===== src/rtl/div8s4u_seq.sv =====
// Sequential signed-dividend / unsigned-divisor restoring divider.
// Eight iterations on the dividend magnitude; the sign is reapplied in FIX.
module div8s4u_seq (
    input  logic       clk,
    input  logic       rst,
    input  logic       in_valid,
    output logic       in_ready,
    input  logic [7:0] dividend,
    input  logic [3:0] divisor,
    output logic       out_valid,
    input  logic       out_ready,
    output logic [7:0] quotient,
    output logic [4:0] remainder,
    output logic       div_zero,
    output logic       busy
);

    typedef enum logic [2:0] {
        IDLE = 3'd0,
        ABS  = 3'd1,
        ITER = 3'd2,
        FIX  = 3'd3,
        DONE = 3'd4
    } state_t;

    state_t      state_r;
    logic [7:0]  dvd_r;
    logic [3:0]  dsr_r;
    logic [7:0]  mag_r;
    logic        sign_r;
    logic [4:0]  div_r;
    logic [2:0]  cnt_r;
    logic [4:0]  prem_r;
    logic [7:0]  q_r;

    logic [4:0]  shifted_s;
    logic        ge_s;
    logic [4:0]  diff_s;
    logic [7:0]  qfix_s;
    logic [4:0]  rfix_s;
    logic        zero_s;

    // Handshake and status flags decode straight from the state register.
    assign in_ready  = (state_r == IDLE);
    assign out_valid = (state_r == DONE);
    assign busy      = (state_r != IDLE);

    // One restoring step plus the sign fix-up; the partial remainder never
    // exceeds 14, so the shifted value always fits in 5 bits.
    always_comb begin
        shifted_s = {prem_r[3:0], mag_r[7]};
        ge_s      = (shifted_s >= div_r);
        if (ge_s) begin
            diff_s = shifted_s - div_r;
        end else begin
            diff_s = shifted_s;
        end
        if (sign_r) begin
            qfix_s = 8'd0 - q_r;
            rfix_s = 5'd0 - prem_r;
        end else begin
            qfix_s = q_r;
            rfix_s = prem_r;
        end
        zero_s = (div_r == 5'd0);
    end

    // Control FSM and datapath registers.
    always_ff @(posedge clk) begin
        if (rst) begin
            state_r   <= IDLE;
            dvd_r     <= 8'd0;
            dsr_r     <= 4'd0;
            mag_r     <= 8'd0;
            sign_r    <= 1'b0;
            div_r     <= 5'd0;
            cnt_r     <= 3'd0;
            prem_r    <= 5'd0;
            q_r       <= 8'd0;
            quotient  <= 8'd0;
            remainder <= 5'd0;
            div_zero  <= 1'b0;
        end else begin
            case (state_r)
                IDLE: begin
                    if (in_valid) begin
                        dvd_r   <= dividend;
                        dsr_r   <= divisor;
                        state_r <= ABS;
                    end else begin
                        state_r <= IDLE;
                    end
                end
                ABS: begin
                    // -128 maps to 8'h80, read back as unsigned 128.
                    if (dvd_r[7]) begin
                        mag_r <= 8'd0 - dvd_r;
                    end else begin
                        mag_r <= dvd_r;
                    end
                    sign_r  <= dvd_r[7];
                    div_r   <= {1'b0, dsr_r};
                    cnt_r   <= 3'd0;
                    prem_r  <= 5'd0;
                    q_r     <= 8'd0;
                    state_r <= ITER;
                end
                ITER: begin
                    prem_r <= diff_s;
                    q_r    <= {q_r[6:0], ge_s};
                    mag_r  <= {mag_r[6:0], 1'b0};
                    cnt_r  <= cnt_r + 3'd1;
                    if (cnt_r == 3'd7) begin
                        state_r <= FIX;
                    end else begin
                        state_r <= ITER;
                    end
                end
                FIX: begin
                    if (zero_s) begin
                        quotient  <= 8'hFF;
                        remainder <= 5'h00;
                        div_zero  <= 1'b1;
                    end else begin
                        quotient  <= qfix_s;
                        remainder <= rfix_s;
                        div_zero  <= 1'b0;
                    end
                    state_r <= DONE;
                end
                DONE: begin
                    if (out_ready) begin
                        state_r <= IDLE;
                    end else begin
                        state_r <= DONE;
                    end
                end
                default: begin
                    state_r <= IDLE;
                end
            endcase
        end
    end

endmodule

===== config.mk =====
export PLATFORM = sky130hd
export DESIGN_NAME = div8s4u_seq
export DESIGN_NICKNAME = d
export VERILOG_FILES = /design/src/rtl/div8s4u_seq.sv
export SDC_FILE = /design/constraint.sdc
export NUM_CORES = 1
export LEC_CHECK = 0
export BUFFER_PORTS_ARGS = -buffer_cell sky130_fd_sc_hd__buf_2
export CELL_PAD_IN_SITES_DETAIL_PLACEMENT = 0
export CELL_PAD_IN_SITES_GLOBAL_PLACEMENT = 1
export CORE_MARGIN = 2
export CORE_UTILIZATION = 39
export DETAILED_ROUTE_END_ITERATION = 6
export GPL_TIMING_DRIVEN = 0
export PLACE_DENSITY_LB_ADDON = 0.1
export RECOVER_POWER = 25
export SLEW_MARGIN = 10
export SYNTH_ARGS = -nofsm -noshare
export SYNTH_HDL_FRONTEND = slang
export SYNTH_SLANG_ARGS = --single-unit

===== constraint.sdc =====
create_clock -name clk -period 1.8 [get_ports clk]
set_input_delay 0.36 -clock clk [delete_from_list [all_inputs] [get_ports clk]]
set_output_delay 0.36 -clock clk [all_outputs]
set_load 0.02 [all_outputs]

==> results.md <==
* Status: completed
* Yosys warning total at 0
* Fillers at 725
* Power Total at 0.00281 W
* WS Path Type: flop to flop
* Final Non-Filler Cells at 474
* Net Count, Synth at 355
* Die span in y at 88.5 um
* Top post-synthesis cells by area: dfxtp_1, nand2_1, a21oi_1
* Boundary pin count at 33
* Critical path buffer and inverter count at 1
* Async set-reset flop share out of synthesis at 0
* GR Util met1 at 0.239
* Synth Area in XOR/XNOR at 0.0471
* First-pass GRT wire length at 10700 um
* CP max stage cell: dfxtp_2
* Max Buffers Root-to-Sink at 2
* Starting DRT DRC Count at 106
* Clk slew on worst S/H paths at 0.07 ns
* CTS H-tree depth at 3
* Routed WL at 6420 um
* Final hold viol count at 0
* Yosys reg bits at 58
* # diodes at 0
* Post-synth EDFFs at 0
* Pleak at 1.26 nW
* Worst path required time at 2.02 ns
* Crit-path max cell delay at 0.34 ns
* Layout cell share with drive strength beyond 1 at 0.161
* Most Used Layer, Global Route: met2
* ANT nets after route at 0
* CP cell instances: inv_1, ha_4, or2_2, a211oi_4, o21ai_0, a32o_1
* GRT met3 Usage at 0.0317
* Rows at 30
* Min-Delay Path Class: input pin to flop
* Number of cells on the worst reg-to-reg path at 6
* CTS Sinks at 58
* Crit-path max FO at 5
* CTS root buf: clkbuf_8
* Post-synthesis compound-gate area fraction at 0.220
* RSZ-0062 raised after global routing: yes
* CTS tree: built
* Post-Syn Area at 2790 um^2
* Maxcap violations at 0
* Critical path destination: prem_r[0]
* HPWL Detailed at 4590 um
* DP Worst Slack at -0.0989 ns
* Maximum number of pins on one net before global-route repair at 11
* Synth Flop Type: dfxtp_1
* Final GP Congestion at 0.808
* Total Routing Usage GR at 0.177
* Mux cell area share after synthesis at 0.0144
* Register area at 1160 um^2
* Pins over their slew limit at 0
* Global route total overflow at 0
* Main combinational cell family by area after synthesis: compound AO/OA/AOI/OAI gates
* Area leader, netlist: dfxtp_1
* Crit path depth at 6
* Area occupied by multi-input gates at 1530 um^2
* CTS buffer count at 9
* Area growth, synth to finish at 18.8%
* Avg Synthesized Cell Area at 8.47 um^2
* Worst path arrival time at 1.95 ns
* Vias in the first global route at 2223
* DRC Markers at 0
* Starting Density at 0.406
* Worst setup SP type: flop
* Drt via density at 5.02
* Final setup viols at 0
* Top-area cell type share of the netlist area at 0.417
* Drt wl/cell at 13.5 um
* Pre-antenna DRT Iters at 5
* Die width at 88.5 um
* Placeable Area at 6870 um^2
* Worst vdd ir at 0.296 mV
* FMAX at 577 MHz
* Worst Setup SP: div_r[2]
* Initial antenna violation count at 0
* Synth unique cells at 54
* CTS Hold Bufs at 0
* Die area at 7840 um^2
* Worst-margin pin slew at 0.679 ns
* Slew headroom at 0.543
* Seq/Total Area, Yosys at 0.417
* CP Capture Type: flop
* Reg2reg end: prem_r[0]
* Worst Slack Setup Final at 0.0683 ns
* Crit share post-route at 0.962
* Final Skew at 0.00525 ns
* Placed Instances at 457
* Vias at 2381
* Gate Count Post-Synth at 329
* Post-synthesis adder-cell area fraction at 0.0476
* Port bufs at 32
* Layout Nets at 399
* Post-synthesis simple-gate area fraction at 0.196
* Period minus WS final at 1.73 ns
* Grt met2 use at 0.271
* R2R Setup Slk at 0.07 ns
* Largest delay share family, worst path: compound AO/OA/AOI/OAI gates
* RR Startpoint: div_r[2]
* Clk_lat worst skew at 0.33 ns
* Cell Pwr Density at 848 nW/um^2
* Post-route setup TNS at 0 ns
-- synth_stat cells, types with 4 or more instances --
| cell | number |
|---|---|
| inv_1 | 15 |
| nand3_1 | 7 |
| o21ai_0 | 14 |
| o31ai_1 | 7 |
| dfxtp_1 | 58 |
| xor2_1 | 6 |
| nor2_1 | 24 |
| buf_2 | 7 |
| a22oi_1 | 16 |
| ha_1 | 9 |
| and2_1 | 4 |
| mux2i_1 | 4 |
| nand2b_1 | 4 |
| clkbuf_1 | 11 |
| xnor2_1 | 9 |
| a21oi_1 | 32 |
| nand2_1 | 46 |
-- timing repair --
action | CTS | global route
endpoints found under the setup margin | 8 | 10
pin swaps | 1 | 2
buffers inserted | 0 | 1
resized for setup | 6 | 10
-- per-stage QoR --
stage | hold slack, ns | util | area [um^2]
after floorplan | 0.432 | - | 2790
after global placement | 0.444 | 0.447 | 3070
after detailed placement | 0.446 | 0.447 | 3070
after CTS | 0.245 | 0.480 | 3290
after global routing | 0.257 | 0.482 | 3310
final | 0.265 | 0.482 | 3310
-- power breakdown --
part / leakage [nW] / internal [W] / total, W / switching (W)
clock network: 0.0965 / 0.000609 / 0.00110 / 0.000492
logic: 0.688 / 0.000134 / 0.000345 / 0.000211
registers: 0.471 / 0.00133 / 0.00136 / 0.0000367
total: 1.26 / 0.00207 / 0.00281 / 0.000739
-- worst min path at each step --
stage	from	endpoint	slack (ns)	cells past startpoint
detailed placement	dsr_r[3]	div_r[3]	0.45	2
global placement	dsr_r[3]	dsr_r[3]	0.44	2
finish	divisor[2]	dsr_r[2]	0.27	3
CTS	divisor[2]	dsr_r[2]	0.24	3
global route	divisor[2]	dsr_r[2]	0.26	3
floorplan	dsr_r[1]	div_r[1]	0.43	2
-- layout make-up --
type                       count  share of cell area
inverter                      15              0.0170
timing repair buffer          33              0.0461
sequential                    58               0.351
clock buffer                  14              0.0521
multi-input combinational    234               0.461
tap                           96              0.0363
buffer                        22              0.0336
clock inverter                 2             0.00302
-- state kept, by name, indices dropped and copies added (netlist names) --
name,count
div_zero,1
q_r,8
mag_r,8
div_r,4
dsr_r,4
prem_r,5
dvd_r,8
quotient,8
cnt_r,3
state_r,3
sign_r,1
remainder,5
-- worst reg2reg max path, stage by stage (launching register included) --
cell and delay (ns):
dfxtp_2 0.34, inv_1 0.07, ha_4 0.26, or2_2 0.31, a211oi_4 0.28, o21ai_0 0.12
a32o_1 0.25
-- logic make-up (layout without fill, tap and decap cells) --
family / after synthesis / after routing
flops: 58 / 58
compound gates: 94 / 94
fa+ha+maj: 10 / 10
buf+inv: 37 / 86
mux: 4 / 4
xor+xnor: 15 / 15
simple gates: 111 / 111
-- cells in the final DEF, fill, tap and decap left out, drive strengths merged, types with 2 or more instances in the layout --
master,synthesis,routed
and2,4,4
a21oi,32,32
xnor2,9,9
buf,11,29
o31ai,7,7
nand2,46,46
ha,9,9
inv,15,15
nand3,7,7
dfxtp,58,58
nand2b,4,4
o211ai,3,3
mux2i,4,4
nand4,3,3
clkbuf,11,40
and3,3,3
nor3b,3,3
a221oi,2,2
nor2b,2,2
a21o,2,2
nor3,3,3
o21ai,15,15
nor4,3,3
a32o,2,2
or3b,2,2
a2bb2oi,2,2
nor2,24,24
xor2,6,6
a22oi,16,16
nand3b,3,3
clkinv,0,2
o41ai,4,4
-- routing by layer --
layer  share of wire  vias to the layer above
met3           0.029                        6
li1                -                     1249
met1            0.51                     1086
met2            0.45                       40
met5               0                        -
met4           0.011                        0
(Power assumes the default switching activity.)
